**src/rtl/dz_frame_scanner.sv**
```systemverilog
// Stage-to-frame sequencer and row scanner for the egg-hatch dot-matrix display.
// Drives one ROM row per SCAN_DIV clocks, red normally, blinking green on fail.
module dz_frame_scanner #(
  parameter int ROWS             = 8,
  parameter int COLS             = 8,
  parameter int STAGE_W          = 5,
  parameter int FINAL_STAGE      = 16,
  parameter int STAGES_PER_FRAME = 2,
  parameter int ANIMAL_BASE      = 8,
  parameter int NUM_ANIMALS      = 4,
  parameter int FRAME_W          = 4,
  parameter int SCAN_DIV         = 1000,
  parameter int BLINK_FRAMES     = 32
) (
  input  logic                      clk,
  input  logic                      rst_n,
  input  logic                      upd,
  input  logic [STAGE_W-1:0]        stage,
  input  logic                      fail,
  input  logic [COLS-1:0]           rom_data,
  output logic [FRAME_W-1:0]        frame_idx,
  output logic [$clog2(ROWS)-1:0]   row_addr,
  output logic [ROWS-1:0]           row,
  output logic [COLS-1:0]           colg,
  output logic [COLS-1:0]           colr,
  output logic                      upd_pend,
  output logic                      err
);
  localparam int ROW_W = $clog2(ROWS);
  localparam int AN_W  = $clog2(NUM_ANIMALS);
  localparam int DIV_W = (SCAN_DIV > 1) ? $clog2(SCAN_DIV) : 1;
  localparam int BLK_W = (BLINK_FRAMES > 1) ? $clog2(BLINK_FRAMES) : 1;
  localparam logic [STAGE_W-1:0] FINAL_S = STAGE_W'(FINAL_STAGE);

  logic [15:0]        lfsr_reg;
  logic               lfsr_fb;
  logic [DIV_W-1:0]   div_reg;
  logic [BLK_W-1:0]   blink_cnt_reg;
  logic               phase_reg;
  logic               animal_set_reg;
  logic [AN_W-1:0]    animal_off_reg;
  logic [FRAME_W-1:0] pend_frame_reg;

  logic [STAGE_W-1:0] stage_div;
  logic [FRAME_W-1:0] egg_frame;
  logic [AN_W-1:0]    draw_off;
  logic [FRAME_W-1:0] new_frame;
  logic               is_final;
  logic               upd_ok;
  logic               upd_bad;
  logic               div_tc;
  logic               boundary;
  logic [ROWS-1:0]    row_next;

  assign lfsr_fb = lfsr_reg[15] ^ lfsr_reg[13] ^ lfsr_reg[12] ^ lfsr_reg[10];

  // Egg frames saturate at the last egg frame before the animal range.
  assign stage_div = stage / STAGE_W'(STAGES_PER_FRAME);
  assign egg_frame = (stage_div > STAGE_W'(ANIMAL_BASE - 1)) ?
                     FRAME_W'(ANIMAL_BASE - 1) : FRAME_W'(stage_div);

  assign is_final  = (stage == FINAL_S);
  assign upd_ok    = upd && (stage <= FINAL_S);
  assign upd_bad   = upd && (stage > FINAL_S);
  // Once drawn, the animal sticks until a lower stage clears it.
  assign draw_off  = animal_set_reg ? animal_off_reg : lfsr_reg[AN_W-1:0];
  assign new_frame = is_final ? (FRAME_W'(ANIMAL_BASE) + FRAME_W'(draw_off)) : egg_frame;

  assign div_tc    = (div_reg == DIV_W'(SCAN_DIV - 1));
  assign boundary  = div_tc && (row_addr == ROW_W'(ROWS - 1));

  for (genvar gi = 0; gi < ROWS; gi++) begin : g_row_dec
    assign row_next[gi] = (row_addr == ROW_W'(gi));
  end

  always_ff @(posedge clk or negedge rst_n) begin
    if (!rst_n) begin
      lfsr_reg       <= 16'hACE1;
      div_reg        <= '0;
      row_addr       <= '0;
      animal_set_reg <= 1'b0;
      animal_off_reg <= '0;
      pend_frame_reg <= '0;
      frame_idx      <= '0;
      upd_pend       <= 1'b0;
      err            <= 1'b0;
    end else begin
      lfsr_reg <= {lfsr_reg[14:0], lfsr_fb};
      err      <= upd_bad;
      div_reg  <= div_tc ? '0 : div_reg + DIV_W'(1);
      if (div_tc) begin
        row_addr <= row_addr + ROW_W'(1);
      end
      if (upd_ok) begin
        animal_set_reg <= is_final;
        animal_off_reg <= draw_off;
      end
      // An update landing on the boundary bypasses the pending register.
      if (boundary) begin
        if (upd_ok) begin
          frame_idx <= new_frame;
        end else if (upd_pend) begin
          frame_idx <= pend_frame_reg;
        end
        upd_pend <= 1'b0;
      end else if (upd_ok) begin
        pend_frame_reg <= new_frame;
        upd_pend       <= 1'b1;
      end
    end
  end

  always_ff @(posedge clk or negedge rst_n) begin
    if (!rst_n) begin
      blink_cnt_reg <= '0;
      phase_reg     <= 1'b0;
    end else if (!fail) begin
      blink_cnt_reg <= '0;
      phase_reg     <= 1'b0;
    end else if (boundary) begin
      if (blink_cnt_reg == BLK_W'(BLINK_FRAMES - 1)) begin
        blink_cnt_reg <= '0;
        phase_reg     <= ~phase_reg;
      end else begin
        blink_cnt_reg <= blink_cnt_reg + BLK_W'(1);
      end
    end
  end

  always_ff @(posedge clk or negedge rst_n) begin
    if (!rst_n) begin
      row  <= '0;
      colg <= '0;
      colr <= '0;
    end else begin
      row  <= row_next;
      colr <= fail ? '0 : rom_data;
      colg <= (fail && !phase_reg) ? rom_data : '0;
    end
  end

endmodule

```
**config.mk**
```make
export PLATFORM = sky130hd
export DESIGN_NAME = dz_frame_scanner
export DESIGN_NICKNAME = d
export VERILOG_FILES = /design/src/rtl/dz_frame_scanner.sv
export SDC_FILE = /design/constraint.sdc
export NUM_CORES = 1
export LEC_CHECK = 0
export BUFFER_PORTS_ARGS = -buffer_cell sky130_fd_sc_hd__buf_2
export CORE_UTILIZATION = 49
export CTS_CLUSTER_DIAMETER = 150
export DETAILED_ROUTE_END_ITERATION = 6
export PLACE_DENSITY_LB_ADDON = 0.25
export REMOVE_ABC_BUFFERS = 1
export SYNTH_ARGS = -nofsm -noshare
export SYNTH_HDL_FRONTEND = slang
export SYNTH_SLANG_ARGS = --single-unit
```
**constraint.sdc**
```tcl
create_clock -name clk -period 1.7 [get_ports clk]
set_clock_uncertainty 0.2 [all_clocks]
set_input_delay 0.085 -clock clk [delete_from_list [all_inputs] [get_ports clk]]
set_output_delay 0.085 -clock clk [all_outputs]
set_load 0.01 [all_outputs]
```
After elaboration in Yosys (flattened, before gate mapping)

Index checks and enable logic that the tools add are counted.

Bits of input ports: 17
Output and inout bits: 33
Flip-flop bits (word level): 72
Word-level logic and storage cells: 65

Eq/ne operators: 12
Add/subtract/negate cells: 4
$lt $le $gt $ge: 3
Reduce and logical (&&, ||, !) cells: 11
Bitwise logic cells: 5
Mux-type cells: 16

Operators by type and width:

| kind                                                           | number |
|---|---|
| 2-to-1 mux 4 bit                                               | 4 |
| 2-to-1 mux 8 bit                                               | 2 |
| 2-to-1 mux 5 bit                                               | 3 |
| == test 3 bit (second input constant)                          | 4 |
| adder 10 x 1 -> 10 bit (second input constant)                 | 1 |
| == test 10 bit (second input constant)                         | 1 |
| == test 5 bit (second input constant)                          | 2 |
| 2-to-1 mux 10 bit                                              | 1 |
| == test 3 x 2 -> 1 bit (second input constant)                 | 2 |
| AND reduction 2 bit                                            | 3 |
| adder 5 x 1 -> 5 bit (second input constant)                   | 1 |
| greater-than comparator 5 bit (second input constant)          | 1 |
| <= comparator 5 bit (second input constant)                    | 1 |
| 2-to-1 mux 1 bit                                               | 5 |
| adder 4 x 2 -> 4 bit (first input constant)                    | 1 |
| greater-than comparator 4 x 3 -> 1 bit (second input constant) | 1 |
| logical AND 1 bit                                              | 4 |
| != test 2 x 1 -> 1 bit (second input constant)                 | 2 |
| nonzero test 2 bit                                             | 2 |
| adder 3 x 1 -> 3 bit (second input constant)                   | 1 |
| == test 3 x 1 -> 1 bit (second input constant)                 | 1 |
| zero test 3 bit                                                | 1 |
| bitwise XOR 1 bit                                              | 3 |
| 2-to-1 mux 2 bit                                               | 1 |
| 2 further kinds                                                | 3 |

Depth between registers and ports, before layout

Word-level depth: 4
Mapped depth: 8
Gate-level depth less buffers: 6

Least setup slack after synthesis

OpenSTA, ideal clock, no wires.

Path type: flip-flop to flip-flop
Start: register row_addr[0]
End: register frame_idx[0]
Setup slack: -0.202 ns
Clock period less this slack: 1.902 ns
Stages on the path, launching flop included: 8
Library setup time: 0.121 ns
Arrival time: 1.581 ns
Required time: 1.379 ns
Cells stage by stage: dfrtp_1 ha_1 ha_1 inv_1 nor4_4 buf_6 o21ai_2 a22o_1

Longest elaborated chain between the ends: 3

RTL lines:

| what                          | RTL line | RTL |
|---|---|---|
| from (decl)                   | 22       | `output logic [$clog2(ROWS)-1:0] row_addr,` |
| from (signal assigned)        | 92       | `row_addr <= row_addr + ROW_W'(1);` |
| == test 3 bit                 | n/a      |  |
| named net row_next[7]         | 53       | `logic [ROWS-1:0] row_next;` |
| logical AND 1 bit             | 70       | `assign boundary = div_tc && (row_addr == ROW_W'(ROWS - 1));` |
| AND reduction 2 bit (no line) | n/a      |  |
| to (signal assigned)          | 101      | `frame_idx <= new_frame;` |
| to (signal assigned)          | 103      | `frame_idx <= pend_frame_reg;` |
| to (decl)                     | 21       | `output logic [FRAME_W-1:0] frame_idx,` |

The timed path passes the listed nets, and every way through them passes these cells.
A chain may end at the register's enable or synchronous reset.

Worst setup path after layout

Start: register div_reg[1]
End: register frame_idx[0]

Longest elaborated chain between the ends: 3

RTL lines:

| what                          | RTL line | RTL |
|---|---|---|
| from (decl)                   | 37       | `logic [DIV_W-1:0] div_reg;` |
| from (signal assigned)        | 90       | `div_reg <= div_tc ? '0 : div_reg + DIV_W'(1);` |
| == test 10 bit                | 69       | `assign div_tc = (div_reg == DIV_W'(SCAN_DIV - 1));` |
| logical AND 1 bit             | 70       |  |
| AND reduction 2 bit (no line) | n/a      |  |

Every way passes these cells.

==> results.yml <==
run_status:
  run_status: "finished, violations left"
  failing_checks: "setup timing"
min_path:
  hold_path.class: "input port to flip-flop"
yosys:
  yosysMostFrequentCell: "sky130_fd_sc_hd__dfrtp_1"
  synthesis.area_sq_mm: 0.002809
  synth-async-reset-ratio: 1.000
  synth_top_area_cell: "sky130_fd_sc_hd__dfrtp_1"
  yosysWarningCount: 0
  synthTopCellsByCount: "sky130_fd_sc_hd__dfrtp_1 (64), sky130_fd_sc_hd__nand2_1 (14), sky130_fd_sc_hd__nor2b_1 (14)"
  synth.ff_latch_count: 72
  post_synthesis_cell_type_count: 43
  syn_area_per_cell_sq_um: 13.00
  yosysSeqAreaShare: 0.6450
  synth_enable_flop_cells: 0
  count_of_mapped_cells_out_of_synthesis: 216
  synth.top_cells.by_area: "sky130_fd_sc_hd__dfrtp_1 (57%), sky130_fd_sc_hd__dfstp_2 (7.5%), sky130_fd_sc_hd__ha_1 (4.0%)"
  area_share_of_the_largest_cell_type_after_synthesis: 0.5702
  most_used_dff_post_synth: "sky130_fd_sc_hd__dfrtp_1"
routing:
  remaining_drc_errors: 0
  detailroute.via_count: 1923
  antenna_left: 0
  drt_iter0_markers: 67
  via_count_normalized_by_instance_count: 4.832
  drt_wl_total_microns: 5448
  post_drt_wl_per_cell_microns: 13.69
  drt-pass1-iter-count: 4
clocking:
  clock_path_buffers: 2
  clk_transition_reported_paths_ns: 0.07
  clock_sink_count: 72
  cts.htree.levels: 3
  clock_tree.root_cell: "sky130_fd_sc_hd__clkbuf_8"
  cts_tree: "yes"
  tritoncts.num_buffers: 9
  clock_insertion_delay_worst_skew_ns: 0.35
pwr:
  cellPowerDensity_mw_per_mm2: 996.8
  netSwitchingFraction: 0.1883
  seqPwrFrac: 0.446
  p_leak_nw: 1.975
  power.switching_mw: 0.7432
  total_power_mw: 3.946
  power.combinational.fraction: 0.055
  p_int_mw: 3.203
  worst_ir_drop_on_vdd_mv: 0.6407
  clkPwrFrac: 0.499
critical_path:
  critPathMaxFanout: 4
  timing.critical_path.to_type: "flip-flop"
  cp_required_ns: 1.73
  critPathLaunchType: "flip-flop"
  r2r.worst_path.cells: 7
  timing.critical_path.arrival_ns: 1.87
  start_to_end_type_of_the_worst_setup_path: "flip-flop to flip-flop"
  reg2reg_setup_slack_ns: -0.13
  timing.critical_path.from: "div_reg[1]"
  startpoint_of_the_most_critical_register_to_register_path: "div_reg[1]"
  crit-reg2reg-capture: "frame_idx[0]"
  setup.worst_path.end: "frame_idx[0]"
sta:
  finalWorstPathRequiredPeriod_ns: 1.831
  worstMarginPinSlew_ns: 0.8351
  fin_worst_hold_slack_ns: 0.01419
  max_clk_rate_ghz: 0.5462
  timing.slew.headroom: 0.4374
  postLayoutSetupSlackWorst_ns: -0.1308
  hold_vio_cnt_final: 0
  unrepaired_setup_endpoints_after_global_routing: "yes"
  fin_tns_setup_ns: -1.878
  report.final.slew_viol_count: 0
  timing.final.crit_share: 1.077
  setup_viol_count_final: 26
global_routing:
  initial_antenna_violation_count: 0
  global_route.usage.total: 0.2073
  grt_start_max_net_pins: 73
  grt_first_pass_wirelength_microns: 9225
  global_route.overflow_total: 0
  first_global_vias: 1922
flow_run:
  max-cap-violations: 0
final_layout:
  final_core_utilization: 0.7189
  flow.area_growth_from_synthesis_pct: 40.94
  largest_register_ff_count: 16
  final_non_filler_cells: 398
  drive_above_1_share: 0.4049
  fin_nets: 347
  n_antenna_cell: 0
die:
  design.die.area_sq_mm: 0.006040
  total_i_o_pin_count: 50
  number_of_core_rows: 27
  initial_core_util: 0.5101
  floorplan.die.height_microns: 77.72
  core_area_sq_mm: 0.005507
  die_w_microns: 77.72
placed_design:
  finalWeightedCongestion: 0.7486
  detailedPlacementHpwl_microns: 3229
  port_buffers: 49
  dp_cells: 357
## power groups by stage
stage,Clock (mW),Sequential (mW),Combinational [mW]
final,1.97,1.76,0.216
after global routing,2.06,1.76,0.239
after CTS,2.01,1.76,0.217
after detailed placement,0,1.79,0.176
after global placement,0,1.79,0.172
after floorplan,0,1.80,0.0549
## cell type report
class / count / area, sq um
Timing Repair Buffer: 99 / 699.4
Clock buffer: 11 / 151.4
Multi-Input combinational cell: 131 / 1026
Inverter: 8 / 30.03
Tap cell: 72 / 90.09
Clock inverter: 5 / 150.1
Fill cell: 351 / 1548
Sequential cell: 72 / 1812
## cells by family (layout without fill, tap and decap cells)
group	Yosys count	in the layout	synth area share
and+or+nand+nor	74	74	0.1523
DFF	72	72	0.6450
AOI/OAI and AO/OA	28	28	0.07127
buffers and inverters	13	123	0.02316
xor gates and xnor gates	12	12	0.03742
adders and majority gates	9	9	0.04009
muxes	8	8	0.03073
## placed cells by master (no fill, tap or decap), types with 3 or more instances in the layout
cell type	Yosys	routed
sky130_fd_sc_hd__inv_1	8	7
sky130_fd_sc_hd__nand3_1	7	6
sky130_fd_sc_hd__and2_1	13	13
sky130_fd_sc_hd__dfstp_2	8	8
sky130_fd_sc_hd__nand2_1	14	14
sky130_fd_sc_hd__bufinv_16	0	5
sky130_fd_sc_hd__xnor2_1	5	5
sky130_fd_sc_hd__nor2b_1	14	14
sky130_fd_sc_hd__buf_6	1	3
sky130_fd_sc_hd__xor2_1	7	7
sky130_fd_sc_hd__mux2i_1	3	3
sky130_fd_sc_hd__buf_4	2	26
sky130_fd_sc_hd__nor2_1	13	11
sky130_fd_sc_hd__mux2_2	5	5
sky130_fd_sc_hd__dfrtp_1	64	64
sky130_fd_sc_hd__clkbuf_8	0	11
sky130_fd_sc_hd__ha_1	9	6
sky130_fd_sc_hd__buf_2	1	49
sky130_fd_sc_hd__dlygate4sd3_1	0	19
## repair_timing
action / 4_1_cts / 5_1_grt
resized for setup: 28 / 3
cloned: 1 / 0
hold endpoints to repair: 99 / 0
hold buffers: 19 / 0
pin swaps: 14 / 3
setup endpoints to repair: 25 / 26
buffers inserted: 3 / 2
## routing by layer
| metal | GRT usage | part of all wire | vias up |
|---|---|---|---|
| met2 | 0.3336 | 0.50 | 45 |
| met5 | 0 | 0 | - |
| met4 | 0.1000 | 0.017 | 0 |
| met1 | 0.2502 | 0.43 | 929 |
| met3 | 0.06941 | 0.046 | 8 |
| li1 | - | - | 941 |
## metrics by stage
stage | instance area (sq um) | setup WS, ns
final | 3959 | -0.1308
after global routing | 3959 | -0.2322
after detailed placement | 3309 | -0.2893
after global placement | 3309 | -0.2228
after floorplan | 2774 | -0.5881
after CTS | 3929 | -0.08965
## worst max-delay path, cell delays in order (launching register included)
cell and delay [ns]:
sky130_fd_sc_hd__dfrtp_1 0.39, sky130_fd_sc_hd__ha_4 0.17, sky130_fd_sc_hd__nand4bb_4 0.13, sky130_fd_sc_hd__nor4_4 0.26
sky130_fd_sc_hd__buf_4 0.18, sky130_fd_sc_hd__buf_6 0.11, sky130_fd_sc_hd__o21ai_4 0.06, sky130_fd_sc_hd__a22o_1 0.22
## worst min path at each step
stage	from	end	slack, ns	cells after the start
global route	stage[0]	pend_frame_reg[3]	0.02	4
floorplan	rst_n	animal_off_reg[0]	-0.41	0
detailed placement	rst_n	lfsr_reg[14]	-0.06	2
finish	stage[0]	pend_frame_reg[3]	0.01	4
global placement	rst_n	lfsr_reg[14]	-0.06	2
CTS	stage[0]	upd_pend	0.006	5
No activity file was read; power rests on OpenSTA's default activity.
